### src/rtl/outc_credit_link.sv
// Router output-channel stage: registers crossbar flits onto the link, tracks per-VC credits
// and packet locks for the neighbour's VC FIFOs. Optional flit counter under OUTC_STAT_EN.
module outc_credit_link #(
  parameter int unsigned ROUTERID      = 0,
  parameter int unsigned PCHID         = 0,
  parameter int unsigned DEPTH         = 4,
  parameter int unsigned VCH_WIDTH     = 4,
  parameter int unsigned VCH_WIDTH_NUM = 2,
  parameter int unsigned DATA_WIDTH    = 32,
  parameter int unsigned TYPE_MSB      = 31,
  parameter int unsigned TYPE_LSB      = 29
) (
  input  logic                     clk,
  input  logic                     reset,
  input  logic                     ivalid,
  input  logic [VCH_WIDTH_NUM-1:0] ivch,
  input  logic [DATA_WIDTH-1:0]    idata,
  input  logic [VCH_WIDTH-1:0]     iack,
  output logic                     ovalid,
  output logic [VCH_WIDTH_NUM-1:0] ovch,
  output logic [DATA_WIDTH-1:0]    odata,
  output logic [VCH_WIDTH-1:0]     ordy,
  output logic [VCH_WIDTH-1:0]     olck,
  output logic                     err,
  output logic [15:0]              flit_cnt
);

  localparam int unsigned CW = $clog2(DEPTH + 1);
  localparam int unsigned TW = TYPE_MSB - TYPE_LSB + 1;

  localparam logic [TW-1:0] TYPE_NONE     = TW'(0);
  localparam logic [TW-1:0] TYPE_HEAD     = TW'(1);
  localparam logic [TW-1:0] TYPE_BODY     = TW'(2);
  localparam logic [TW-1:0] TYPE_TAIL     = TW'(3);
  localparam logic [CW-1:0] CREDIT_FULL   = CW'(DEPTH);

  typedef enum logic {LkFree, LkBusy} lock_e;

  logic [VCH_WIDTH-1:0][CW-1:0] credit_q, credit_d;
  lock_e [VCH_WIDTH-1:0]        lock_q, lock_d;
  logic                         ovalid_q;
  logic [VCH_WIDTH_NUM-1:0]     ovch_q;
  logic [DATA_WIDTH-1:0]        odata_q;
  logic [VCH_WIDTH-1:0]         ordy_q;
  logic                         err_q;

  logic [TW-1:0]        flit_type;
  logic [CW-1:0]        sel_credit;
  lock_e                sel_lock;
  logic                 accept;
  logic                 drop_err;
  logic                 lock_err;
  logic [VCH_WIDTH-1:0] ack_err;
  logic                 err_event;
  logic                 dec;

  always_comb begin
    flit_type  = idata[TYPE_MSB:TYPE_LSB];
    sel_credit = credit_q[ivch];
    sel_lock   = lock_q[ivch];
    accept     = ivalid && (sel_credit != '0) && (flit_type != TYPE_NONE);
    drop_err   = ivalid && (sel_credit == '0);

    // Spend and return on the same VC in one cycle cancel out, even at full credit.
    credit_d = credit_q;
    ack_err  = '0;
    dec      = 1'b0;
    for (int v = 0; v < VCH_WIDTH; v++) begin
      dec = accept && (ivch == VCH_WIDTH_NUM'(v));
      case ({iack[v], dec})
        2'b10: begin
          if (credit_q[v] == CREDIT_FULL) ack_err[v] = 1'b1;
          else                            credit_d[v] = credit_q[v] + CW'(1);
        end
        2'b01:   credit_d[v] = credit_q[v] - CW'(1);
        default: credit_d[v] = credit_q[v];
      endcase
    end

    lock_d   = lock_q;
    lock_err = 1'b0;
    if (accept) begin
      case (flit_type)
        TYPE_HEAD: begin
          if (sel_lock == LkBusy) lock_err = 1'b1;
          else                    lock_d[ivch] = LkBusy;
        end
        TYPE_TAIL: begin
          if (sel_lock == LkBusy) lock_d[ivch] = LkFree;
          else                    lock_err = 1'b1;
        end
        TYPE_BODY: begin
          if (sel_lock == LkFree) lock_err = 1'b1;
        end
        // Single-flit packets must not interleave into an open packet.
        default: begin
          if (sel_lock == LkBusy) lock_err = 1'b1;
        end
      endcase
    end

    err_event = drop_err || (|ack_err) || lock_err;
  end

  always_ff @(posedge clk or negedge reset) begin
    if (!reset) begin
      for (int v = 0; v < VCH_WIDTH; v++) begin
        credit_q[v] <= CREDIT_FULL;
        lock_q[v]   <= LkFree;
      end
      ovalid_q <= 1'b0;
      ovch_q   <= '0;
      odata_q  <= '0;
      ordy_q   <= '1;
      err_q    <= 1'b0;
    end else begin
      credit_q <= credit_d;
      lock_q   <= lock_d;
      ovalid_q <= accept;
      if (accept) ovch_q <= ivch;
      odata_q  <= accept ? idata : '0;
      for (int v = 0; v < VCH_WIDTH; v++) begin
        ordy_q[v] <= (credit_d[v] != '0);
      end
      err_q    <= err_q || err_event;
    end
  end

  always_comb begin
    for (int v = 0; v < VCH_WIDTH; v++) begin
      olck[v] = (lock_q[v] == LkBusy);
    end
  end

  assign ovalid = ovalid_q;
  assign ovch   = ovch_q;
  assign odata  = odata_q;
  assign ordy   = ordy_q;
  assign err    = err_q;

`ifdef OUTC_STAT_EN
  logic [15:0] cnt_q, cnt_d;

  always_comb begin
    cnt_d = cnt_q;
    if (ovalid_q && (cnt_q != 16'hFFFF)) cnt_d = cnt_q + 16'd1;
  end

  always_ff @(posedge clk or negedge reset) begin
    if (!reset) cnt_q <= '0;
    else        cnt_q <= cnt_d;
  end

  assign flit_cnt = cnt_q;
`else
  assign flit_cnt = '0;
`endif

`ifndef SYNTHESIS
  always_ff @(posedge clk) begin
    if (reset && err_event) begin
      $display("outc_credit_link r%0d p%0d: protocol error (drop=%0b ack=%b lock=%0b) at %0t",
               ROUTERID, PCHID, drop_err, ack_err, lock_err, $time);
    end
  end
`endif

endmodule

### config.mk
export PLATFORM = sky130hd
export DESIGN_NAME = outc_credit_link
export DESIGN_NICKNAME = d
export VERILOG_FILES = /design/src/rtl/outc_credit_link.sv
export SDC_FILE = /design/constraint.sdc
export NUM_CORES = 1
export LEC_CHECK = 0
export CAP_MARGIN = 15
export CORE_AREA = 2 2 79 81
export DETAILED_ROUTE_END_ITERATION = 8
export DIE_AREA = 0 0 81 83
export PLACE_DENSITY = 0.84
export SYNTH_ARGS = -nofsm -noshare
export SYNTH_HDL_FRONTEND = slang
export SYNTH_SLANG_ARGS = --single-unit
### constraint.sdc
create_clock -name clk -period 6.3 [get_ports clk]
set_input_delay 0.945 -clock clk [delete_from_list [all_inputs] [get_ports clk]]
set_output_delay 0.945 -clock clk [all_outputs]
set_load 0.02 [all_outputs]
==> results of run 1 <==
[synthesized netlist by cell type (2+ instances only)]
master	count
mux2_2	2
dfstp_2	8
and3_1	3
nand3_1	2
mux2_1	4
o21ai_0	13
nor2_1	10
inv_1	26
or3_1	6
nand2b_1	3
mux2i_1	3
a21oi_1	9
nor3_1	8
o31ai_1	3
ha_1	20
dfrtp_1	48
a22oi_1	3
xnor2_1	2
clkbuf_1	3
buf_4	17
nand2_1	11
a31oi_1	5
and2_1	32
or2_2	2
[power by group through the flow]
| stage | sequential, mW | clock [mW] | combinational [mW] |
|---|---|---|---|
| floorplan | 0.625 | 0 | 0.281 |
| global placement | 0.553 | 0 | 0.569 |
| detailed placement | 0.556 | 0 | 0.590 |
| CTS | 0.550 | 0.250 | 0.596 |
| global route | 0.566 | 0.268 | 0.652 |
| finish | 0.550 | 0.239 | 0.590 |
[final cells by class]
| class | instances | area, sq um | share of cell area |
|---|---|---|---|
| clock inverter | 2 | 38.79 | 0.01049 |
| inverter | 26 | 97.59 | 0.02639 |
| clock buffer | 6 | 82.58 | 0.02233 |
| multi-input combinational | 167 | 1131 | 0.3058 |
| timing repair buffer | 85 | 843.3 | 0.2280 |
| tap | 75 | 93.84 | 0.02537 |
| sequential | 56 | 1411 | 0.3816 |
[state kept, by name (all words and copies together) (netlist names), named ones only]
signal and flops:
ovch 2, ordy 4, credit_q 12, ovalid 1
err 1, odata 32
[per-layer routing]
metal / share of wire / wire length, um / GRT usage / vias up
met5: 0 / 0 / 0 / -
met4: 0.018 / 103 / 0.06934 / 0
met3: 0.098 / 560 / 0.06739 / 10
met2: 0.52 / 2955 / 0.3095 / 88
met1: 0.36 / 2069 / 0.2172 / 974
li1: - / - / - / 979
[kinds of logic (layout without fill, tap and decap cells)]
family	Yosys count	in the layout
simple gates	81	81
flops	56	56
buf+inv	47	119
compound gates	38	38
fa+ha+maj	20	20
mux	10	10
xor+xnor	2	2
other cells	1	16
[through the flow]
step,worst slack (ns),cells,instance area [sq um]
after floorplan,3.264,270,2790
after global placement,2.652,409,3577
after detailed placement,2.533,409,3577
after CTS,2.847,417,3699
after global routing,2.621,417,3699
final,2.825,417,3699
[how the worst min path moves through the flow]
stage / from / end / slack [ns] / depth (start not counted)
after CTS: ovch[0] / ovch[0] / 0.53 / 1
after global placement: register / register / 0.49 / 1
after floorplan: credit_q[0] / credit_q[0] / 0.50 / 1
final: register / register / 0.52 / 1
after detailed placement: ovch[0] / ovch[0] / 0.50 / 1
after global routing: register / register / 0.55 / 1
[critical path: stages]
cell and delay, ns:
clkdlybuf4s50_1 0.55, nand2b_1 0.25, o22ai_1 0.27, o211ai_2 0.25, or2_2 0.36, ha_1 0.23, and3_1 0.21, o21ai_0 0.16
o31ai_1 0.10, or3_1 0.37
==> metrics.cfg, run 1 <==
[clock_tree]
cts_root_buffer=clkbuf_8
clk_pin_slew_ns=0.10
cts_setup_buffers=0
cts_hold_buffers=0
cts_buffer_depth=2
tritoncts=done
cts_max_level=2
cts_resized=0
clock_latency_ns=0.30
cts_sinks=56
numCtsBuffers=5

[route]
avgRoutedWirePerCell_um=13.64
routed_wl_mm=5.688
num_vias=2051
vias_per_cell=4.918
drc=0
ant_nets=0
drtIter0Drc=88
drtPass1Iterations=4

[finish]
antenna_cells=0
syn_to_final_growth_pct=35.29
most-common-layout-cells=clkdlybuf4s50_1, dfrtp_1, and2_1, inv_1, ha_1
mostFrequentLayoutCell=clkdlybuf4s50_1
final_util=0.6360
n_fill_cell=484
nNetsFinal=402
drive_above_1_share=0.07310

[timing]
setup_viol=0
grt_setup_unrepaired=false
slew_headroom=0.4839
worstMarginPinSlew_ns=0.7733
fin_tns_setup_ns=0
finalHoldWorstSlack_ns=0.5245
fin_crit_sh=0.5515
fin_crit_ns=3.475
max_freq_mhz=287.8
maxSlewViolCount=0
fin_skew_ns=0.009292
hold_viol_final=0

[grt]
grt_pass1_wl_mm=9.832
grt_use_total=0.1861
grt-ovfl-total=0
grt_max_degree=57
antenna_found_initial=0
grt_pass1_vias=2136

[synth]
synth_top_area_share=0.4394
synth_mux_area_frac=0.04394
synth_top_family_by_area=simple AND/OR/NAND/NOR gates
async_flop_share=1.000
synthAdderAreaFrac=0.09153
mappedNetlistArea_sq_mm=0.002734
synth_edf_count=0
synth.distinct_cells=36
postSynthCellCount=255
ys_ff_latch=56
syn_avg_cell_area_sq_um=10.72
synth_xor_area_frac=0.006407
yosys.area_share.simple=0.1648
yosys_warnings=0
synth_flop_cell=dfrtp_1
ys_seq_area_frac=0.5162
synth_compound_area_frac=0.08513
yosysTopAreaCell=dfrtp_1
synthTopCellsByArea=dfrtp_1, ha_1, dfstp_2, and2_1, buf_4

[worst_hold_path]
hold_class=reg2reg

[critical_path]
r2r_end=ordy[1]
cp-end-kind=register
critPathLaunch=ivch[1]
endpoint=ordy[2]
reg2reg_from=credit_q[0]
start_kind=primary input
timing.critical_path.required_ns=6.53
rrSetupSlack_ns=3.54
critical_path_class=in2reg
critPathArrivalTime_ns=3.71
ff2ff_path_depth=9
cp_max_fo=11

[floorplanning]
num_rows=28
core_area_sq_mm=0.005816
io_pins=101
die-area_sq_mm=0.006723
die_h_um=83
die-width_um=81
start_util=0.4701

[placement]
routabilityCongestion=0.8793
hpwl_mm=4.430
port_buffers=84

[power_and_ir_drop]
power_density_mw_per_mm2=372.9
pwr-share-comb=0.428
power.switching_mw=0.4934
pwr-share-seq=0.399
pwr-share-clk=0.173
p_leak_nw=1.707
switching_share=0.3577
total_power_mw=1.379
p_int_mw=0.8859
ir_drop_v=0.0001814

[job]
cap_violations=0

[outcome]
outcome=completed

Note: power is estimated with default switching activity, not from simulation.
==> inputs of run 2 (changes only) <==
--- a/config.mk
+++ b/config.mk
@@ -6,10 +6,10 @@
 export NUM_CORES = 1
 export LEC_CHECK = 0
 export CAP_MARGIN = 15
-export CORE_AREA = 2 2 79 81
+export CORE_AREA = 2 2 86 88
 export DETAILED_ROUTE_END_ITERATION = 8
-export DIE_AREA = 0 0 81 83
-export PLACE_DENSITY = 0.84
+export DIE_AREA = 0 0 88 90
+export PLACE_DENSITY = 0.75
 export SYNTH_ARGS = -nofsm -noshare
 export SYNTH_HDL_FRONTEND = slang
 export SYNTH_SLANG_ARGS = --single-unit
==> constraint.sdc (replaced) <==
create_clock -name clk -period 3.1 [get_ports clk]
set_input_delay 0.465 -clock clk [delete_from_list [all_inputs] [get_ports clk]]
set_output_delay 0.465 -clock clk [all_outputs]
set_load 0.02 [all_outputs]
==> run 2 against run 1 <==
Non-clock buffer count grew 8. Hold slack worse by 0.26 ns. Global-route usage down 3.1 points. Core utilization shrank 10 points. Clock skew is 0.0014 ns higher. First-iteration DRC count down 24%. Design area increased by 1.5%. Via count fell by 1.0%. Critical path type unchanged.
==> metrics.cfg, run 2 (synthesized netlist as in run 1, its figures left out) <==
[route]
vias_per_cell=4.521  ; -8.1%
drc=0  ; unchanged
drtPass1Iterations=4  ; unchanged
ant_nets=0  ; unchanged
num_vias=2030  ; -1.0%
routed_wl_mm=5.782  ; +1.7%
drtIter0Drc=67  ; -24%
avgRoutedWirePerCell_um=12.88  ; -5.6%

[critical_path]
critical_path_class=in2reg
rrSetupSlack_ns=0.50  ; -3.04 ns
start_kind=primary input
cp-end-kind=register
timing.critical_path.required_ns=3.29  ; -3.24 ns
cpPeakStageDelay_ns=0.50  ; -0.05 ns
cp_max_fo=6  ; -5
critical_path.top_delay_family=simple AND/OR/NAND/NOR gates
cp_slowest_cell=clkdlybuf4s50_1
path_cells=clkdlybuf4s50_1, nand2b_1, o22ai_1, o211ai_2, or2_2, ha_1, and3_1, nor3_1, nand3b_1, a221o_1
worst-path-buf-inv=1  ; unchanged
critPathArrivalTime_ns=2.99  ; -0.72 ns

[placement]
port_buffers=84  ; unchanged
routabilityCongestion=0.8411  ; -4.3%
dp_cells=441  ; +7.8%
hpwl_mm=4.514  ; +1.9%
pre_cts_ws_ns=-0.01021  ; -2.543 ns

[finish]
drive_above_1_share=0.08857  ; +0.01547
most-common-layout-cells=clkdlybuf4s50_1, dfrtp_1, and2_1, inv_1, ha_1
mostFrequentLayoutCell=clkdlybuf4s50_1
n_fill_cell=612  ; +26%
multi_input_area_sq_mm=0.001131  ; unchanged
nNetsFinal=410  ; +2.0%
largest_register_ffs=32  ; unchanged
regArea_sq_mm=0.001411  ; unchanged
syn_to_final_growth_pct=37.25
fin_cells=449  ; +7.7%
antenna_cells=0  ; unchanged

[power_and_ir_drop]
ir_drop_v=0.0003204  ; +77%
power_density_mw_per_mm2=723.1  ; +94%
p_leak_nw=1.726  ; +1.1%

[clock_tree]
cts_buffer_depth=2  ; unchanged
numCtsBuffers=5  ; unchanged
cts_sinks=56  ; unchanged
clk_pin_slew_ns=0.09  ; about the same
cts_setup_buffers=0  ; unchanged
tritoncts=done
clock_latency_ns=0.31  ; about the same
cts_resized=0  ; unchanged
cts_max_level=2  ; unchanged
cts_hold_buffers=0  ; unchanged
cts_root_buffer=clkbuf_8

[timing]
setup_ws_ns=0.3059  ; -2.520 ns
setup_viol=0  ; unchanged
fin_tns_setup_ns=0  ; unchanged
slew_headroom=0.4230  ; -0.06093
maxSlewViolCount=0  ; unchanged
max_freq_mhz=357.9
fin_crit_sh=0.9013
fin_skew_ns=0.01067  ; +0.001374 ns
finalHoldWorstSlack_ns=0.2646  ; -0.2599 ns
fin_crit_ns=2.794
hold_viol_final=0  ; unchanged
worstMarginPinSlew_ns=0.8655  ; +0.09225 ns
grt_setup_unrepaired=false

[grt]
antenna_found_initial=0  ; unchanged
grt_pass1_vias=2103  ; -1.5%
grt-ovfl-total=0  ; unchanged
grt_use_total=0.1551  ; -0.03099
grt_pass1_wl_mm=9.673  ; -1.6%
grt_max_degree=40  ; -30%

[floorplanning]
start_util=0.3894  ; -0.08068
core_area_sq_mm=0.007020  ; +21%
die-width_um=88  ; +8.6%
die_h_um=90  ; +8.4%
num_rows=31  ; +11%
io_pins=101  ; unchanged
die-area_sq_mm=0.007920  ; +18%

[outcome]
outcome=completed

[worst_hold_path]
hold_class=in2async

[job]
cap_violations=0  ; unchanged

## run 2: final timing paths
check | startpoint | end | depth (start not counted)
worst max-delay path | ivch[1] | err | 10
worst min-delay path | reset | credit_q[9] | 1
worst max register to register | credit_q[0] | ordy[3] | 10
worst min register to register | register | register | 1
max in group asynchronous | reset | odata[4] | 2
min in group clk | register | register | 1
## run 2: layout make-up
| class | count | area share |
|---|---|---|
| flip-flops and latches | 56 | 0.3761 |
| multi-input cells | 167 | 0.3014 |
| clock buffers | 7 | 0.02034 |
| repair buffers | 93 | 0.2407 |
| well taps | 99 | 0.03301 |
| inverters | 26 | 0.02601 |
| clock inverters | 1 | 0.002334 |
## run 2: worst register-to-register path: cells and delay by family (launching register included)
| family | cells | cell delay (ns) |
|---|---|---|
| DFF | 1 | 0.43 |
| buffers and inverters | 2 | 0.28 |
| adders and majority gates | 1 | 0.34 |
| AOI/OAI and AO/OA | 2 | 0.45 |
| and+or+nand+nor | 5 | 1.03 |
## run 2: metal layers
layer,part of all wire,vias up,track usage
li1,-,997,-
met2,0.50,69,0.2551
met3,0.082,9,0.05693
met5,0,-,0
met4,0.018,0,0.05769
met1,0.40,955,0.1831
## run 2: through the flow
stage	util	cell area [sq um]	total power, mW
floorplan	-	2790	1.842
global placement	0.5224	3667	2.294
detailed placement	0.5224	3667	2.338
CTS	0.5345	3752	2.745
global route	0.5345	3752	2.915
finish	0.5345	3752	2.713
## run 2: power breakdown
| part | internal (mW) | total, mW | switching, mW |
|---|---|---|---|
| Sequential | 0.974 | 1.12 | 0.147 |
| Combinational | 0.573 | 1.20 | 0.623 |
| Clock | 0.164 | 0.396 | 0.233 |
| Total | 1.71 | 2.71 | 1.00 |
==> inputs of run 3 (changes only) <==
--- a/config.mk
+++ b/config.mk
@@ -6,10 +6,10 @@
 export NUM_CORES = 1
 export LEC_CHECK = 0
 export CAP_MARGIN = 15
-export CORE_AREA = 2 2 86 88
+export CORE_AREA = 2 2 92 94
 export DETAILED_ROUTE_END_ITERATION = 8
-export DIE_AREA = 0 0 88 90
-export PLACE_DENSITY = 0.75
+export DIE_AREA = 0 0 94 96
+export SKIP_CTS_REPAIR_TIMING = 1
 export SYNTH_ARGS = -nofsm -noshare
 export SYNTH_HDL_FRONTEND = slang
 export SYNTH_SLANG_ARGS = --single-unit
==> constraint.sdc (replaced) <==
create_clock -name clk -period 3.33 [get_ports clk]
set_input_delay 0.4995 -clock clk [delete_from_list [all_inputs] [get_ports clk]]
set_output_delay 0.4995 -clock clk [all_outputs]
set_load 0.02 [all_outputs]
==> run 3 against run 2 <==
Critical path type unchanged. Routed wire length shrank 0.38%. Count of clock-buffer cells in the layout shrank 1. Sequential share of layout area grew 0.25 points. Sequential power shrank 7%. Die area grew 14%. Power shrank 6.4%. Largest cell class unchanged. Final cell count grew 0.22%. Clock power shrank 1%. Critical endpoint is now ordy[2]. Global-route usage shrank 1.8 points. Worst setup slack gained 0.18 ns. Critical path depth is the same. Non-clock buffer count shrank 5.
==> metrics.cfg, run 3 (synthesized netlist as in run 1, its figures left out) <==
[grt]
grt_pass1_wl_mm=9.611  ; -0.64%
use_met3=0.05638  ; -0.0005508
antenna_found_initial=0  ; unchanged
grt_use_total=0.1369  ; -0.01826
grt_max_degree=42  ; +5.0%
busiest_layer=met2
grt-ovfl-total=0  ; unchanged
met1_usage=0.1643  ; -0.01879
grt_pass1_vias=2014  ; -4.2%
grt_util_met2=0.2268  ; -0.02826

[floorplanning]
die-width_um=94  ; +6.8%
start_util=0.3395  ; -0.04986
num_rows=33  ; +6.5%
core_area_sq_mm=0.008051  ; +15%
die_h_um=96  ; +6.7%
die-area_sq_mm=0.009024  ; +14%
io_pins=101  ; unchanged

[finish]
multi_input_area_sq_mm=0.001131  ; unchanged
syn_to_final_growth_pct=36.34
mostFrequentLayoutCell=clkdlybuf4s50_1
antenna_cells=0  ; unchanged
regArea_sq_mm=0.001411  ; unchanged
drive_above_1_share=0.07826  ; -0.01031
n_fill_cell=753  ; +23%
largest_register_ffs=32  ; unchanged
most-common-layout-cells=clkdlybuf4s50_1, dfrtp_1, and2_1, inv_1, ha_1
nNetsFinal=405  ; -1.2%

[power_and_ir_drop]
p_leak_nw=1.706  ; -1.1%
pwr-share-clk=0.154  ; +0.008
ir_drop_v=0.0002310  ; -28%
p_int_mw=1.589  ; -7.1%
pwr-share-comb=0.437  ; -0.004
power_density_mw_per_mm2=681.1  ; -5.8%
pwr-share-seq=0.409  ; -0.004
power.switching_mw=0.9500  ; -5.2%
switching_share=0.3742  ; +0.004738

[critical_path]
cp-end-kind=register
timing.critical_path.required_ns=3.57  ; +0.28 ns
cp_max_fo=7  ; +1
critPathArrivalTime_ns=3.08  ; +0.09 ns
ff2ff_path_depth=9  ; -1
start_kind=primary input
critical_path_class=in2reg

[timing]
max_freq_mhz=351.5
grt_setup_unrepaired=false
fin_skew_ns=0.01698  ; +0.006318 ns
finalHoldWorstSlack_ns=0.2897  ; +0.02511 ns
worstMarginPinSlew_ns=0.8995  ; +0.03399 ns
slew_headroom=0.4003  ; -0.02266
setup_viol=0  ; unchanged
fin_crit_sh=0.8543
fin_crit_ns=2.845
fin_tns_setup_ns=0  ; unchanged
hold_viol_final=0  ; unchanged
maxSlewViolCount=0  ; unchanged
setup_ws_ns=0.4852  ; +0.1793 ns

[clock_tree]
cts_root_buffer=clkbuf_8
cts_sinks=56  ; unchanged
cts_max_level=2  ; unchanged
numCtsBuffers=5  ; unchanged
clock_latency_ns=0.32  ; about the same
tritoncts=done
clk_pin_slew_ns=0.11  ; +0.02 ns
cts_buffer_depth=2  ; unchanged

[route]
num_vias=2013  ; -0.84%
avgRoutedWirePerCell_um=12.80  ; -0.60%
vias_per_cell=4.473  ; -1.1%
drc=0  ; unchanged
drtPass1Iterations=4  ; unchanged
routed_wl_mm=5.760  ; -0.38%
drtIter0Drc=93  ; +39%
ant_nets=0  ; unchanged

[placement]
pre_cts_ws_ns=0.1782  ; +0.1884 ns
hpwl_mm=4.521  ; +0.17%
routabilityCongestion=0.7855  ; -6.6%
port_buffers=84  ; unchanged

[worst_hold_path]
hold_class=in2async

[outcome]
outcome=completed

[job]
cap_violations=0  ; unchanged

-- run 3: changes by cell type in the layout (fill, tap and decap cells not counted) --
cell	delta
inv_6	+1
buf_4	-5
clkbuf_1	-1
-- run 3: worst paths after layout --
| path | start | end | slack [ns] |
|---|---|---|---|
| max reg2reg | credit_q[0] | ordy[2] | 0.71 |
| min | reset | credit_q[9] | 0.29 |
| max in group asynchronous | reset | asynchronous set/reset pin | 2.29 |
| min reg2reg | register | register | 0.53 |
| min in group clk | register | register | 0.53 |
| max | ivch[0] | ordy[2] | 0.49 |
-- run 3: layout make-up --
cell class | instances | share of cell area
clock buffers | 6 | 0.01947
clock inverters | 2 | 0.004700
inverters | 26 | 0.02618
multi-input cells | 167 | 0.3035
flip-flops and latches | 56 | 0.3787
well taps | 105 | 0.03525
repair buffers | 88 | 0.2323
-- run 3: metrics by stage --
step | instance area, sq um | util | cells | total power, mW
after floorplan | 2790 | - | 270 | 1.714
after global placement | 3637 | 0.4517 | 442 | 2.154
after detailed placement | 3637 | 0.4517 | 442 | 2.172
after CTS | 3727 | 0.4629 | 450 | 2.570
after global routing | 3727 | 0.4629 | 450 | 2.741
final | 3727 | 0.4629 | 450 | 2.539
-- run 3: worst max-delay path, stage by stage --
cell and delay [ns]:
clkdlybuf4s50_1 0.50, nand2b_1 0.24, o22ai_1 0.22, o211ai_2 0.20, or2_2 0.33, ha_1 0.24
and3_1 0.20, o21ai_0 0.17, o31ai_1 0.11, or3_1 0.37
-- run 3: per-layer routing --
| layer | vias up | share of wire |
|---|---|---|
| met5 | - | 0 |
| met4 | 0 | 0.015 |
| met3 | 10 | 0.096 |
| met2 | 78 | 0.48 |
| met1 | 940 | 0.41 |
| li1 | 985 | - |
-- run 3: power groups by stage --
stage,sequential (mW),combinational [mW],clock (mW)
global route,1.07,1.24,0.433
global placement,1.05,1.10,0
CTS,1.04,1.12,0.405
finish,1.04,1.11,0.391
detailed placement,1.05,1.12,0
floorplan,1.18,0.532,0
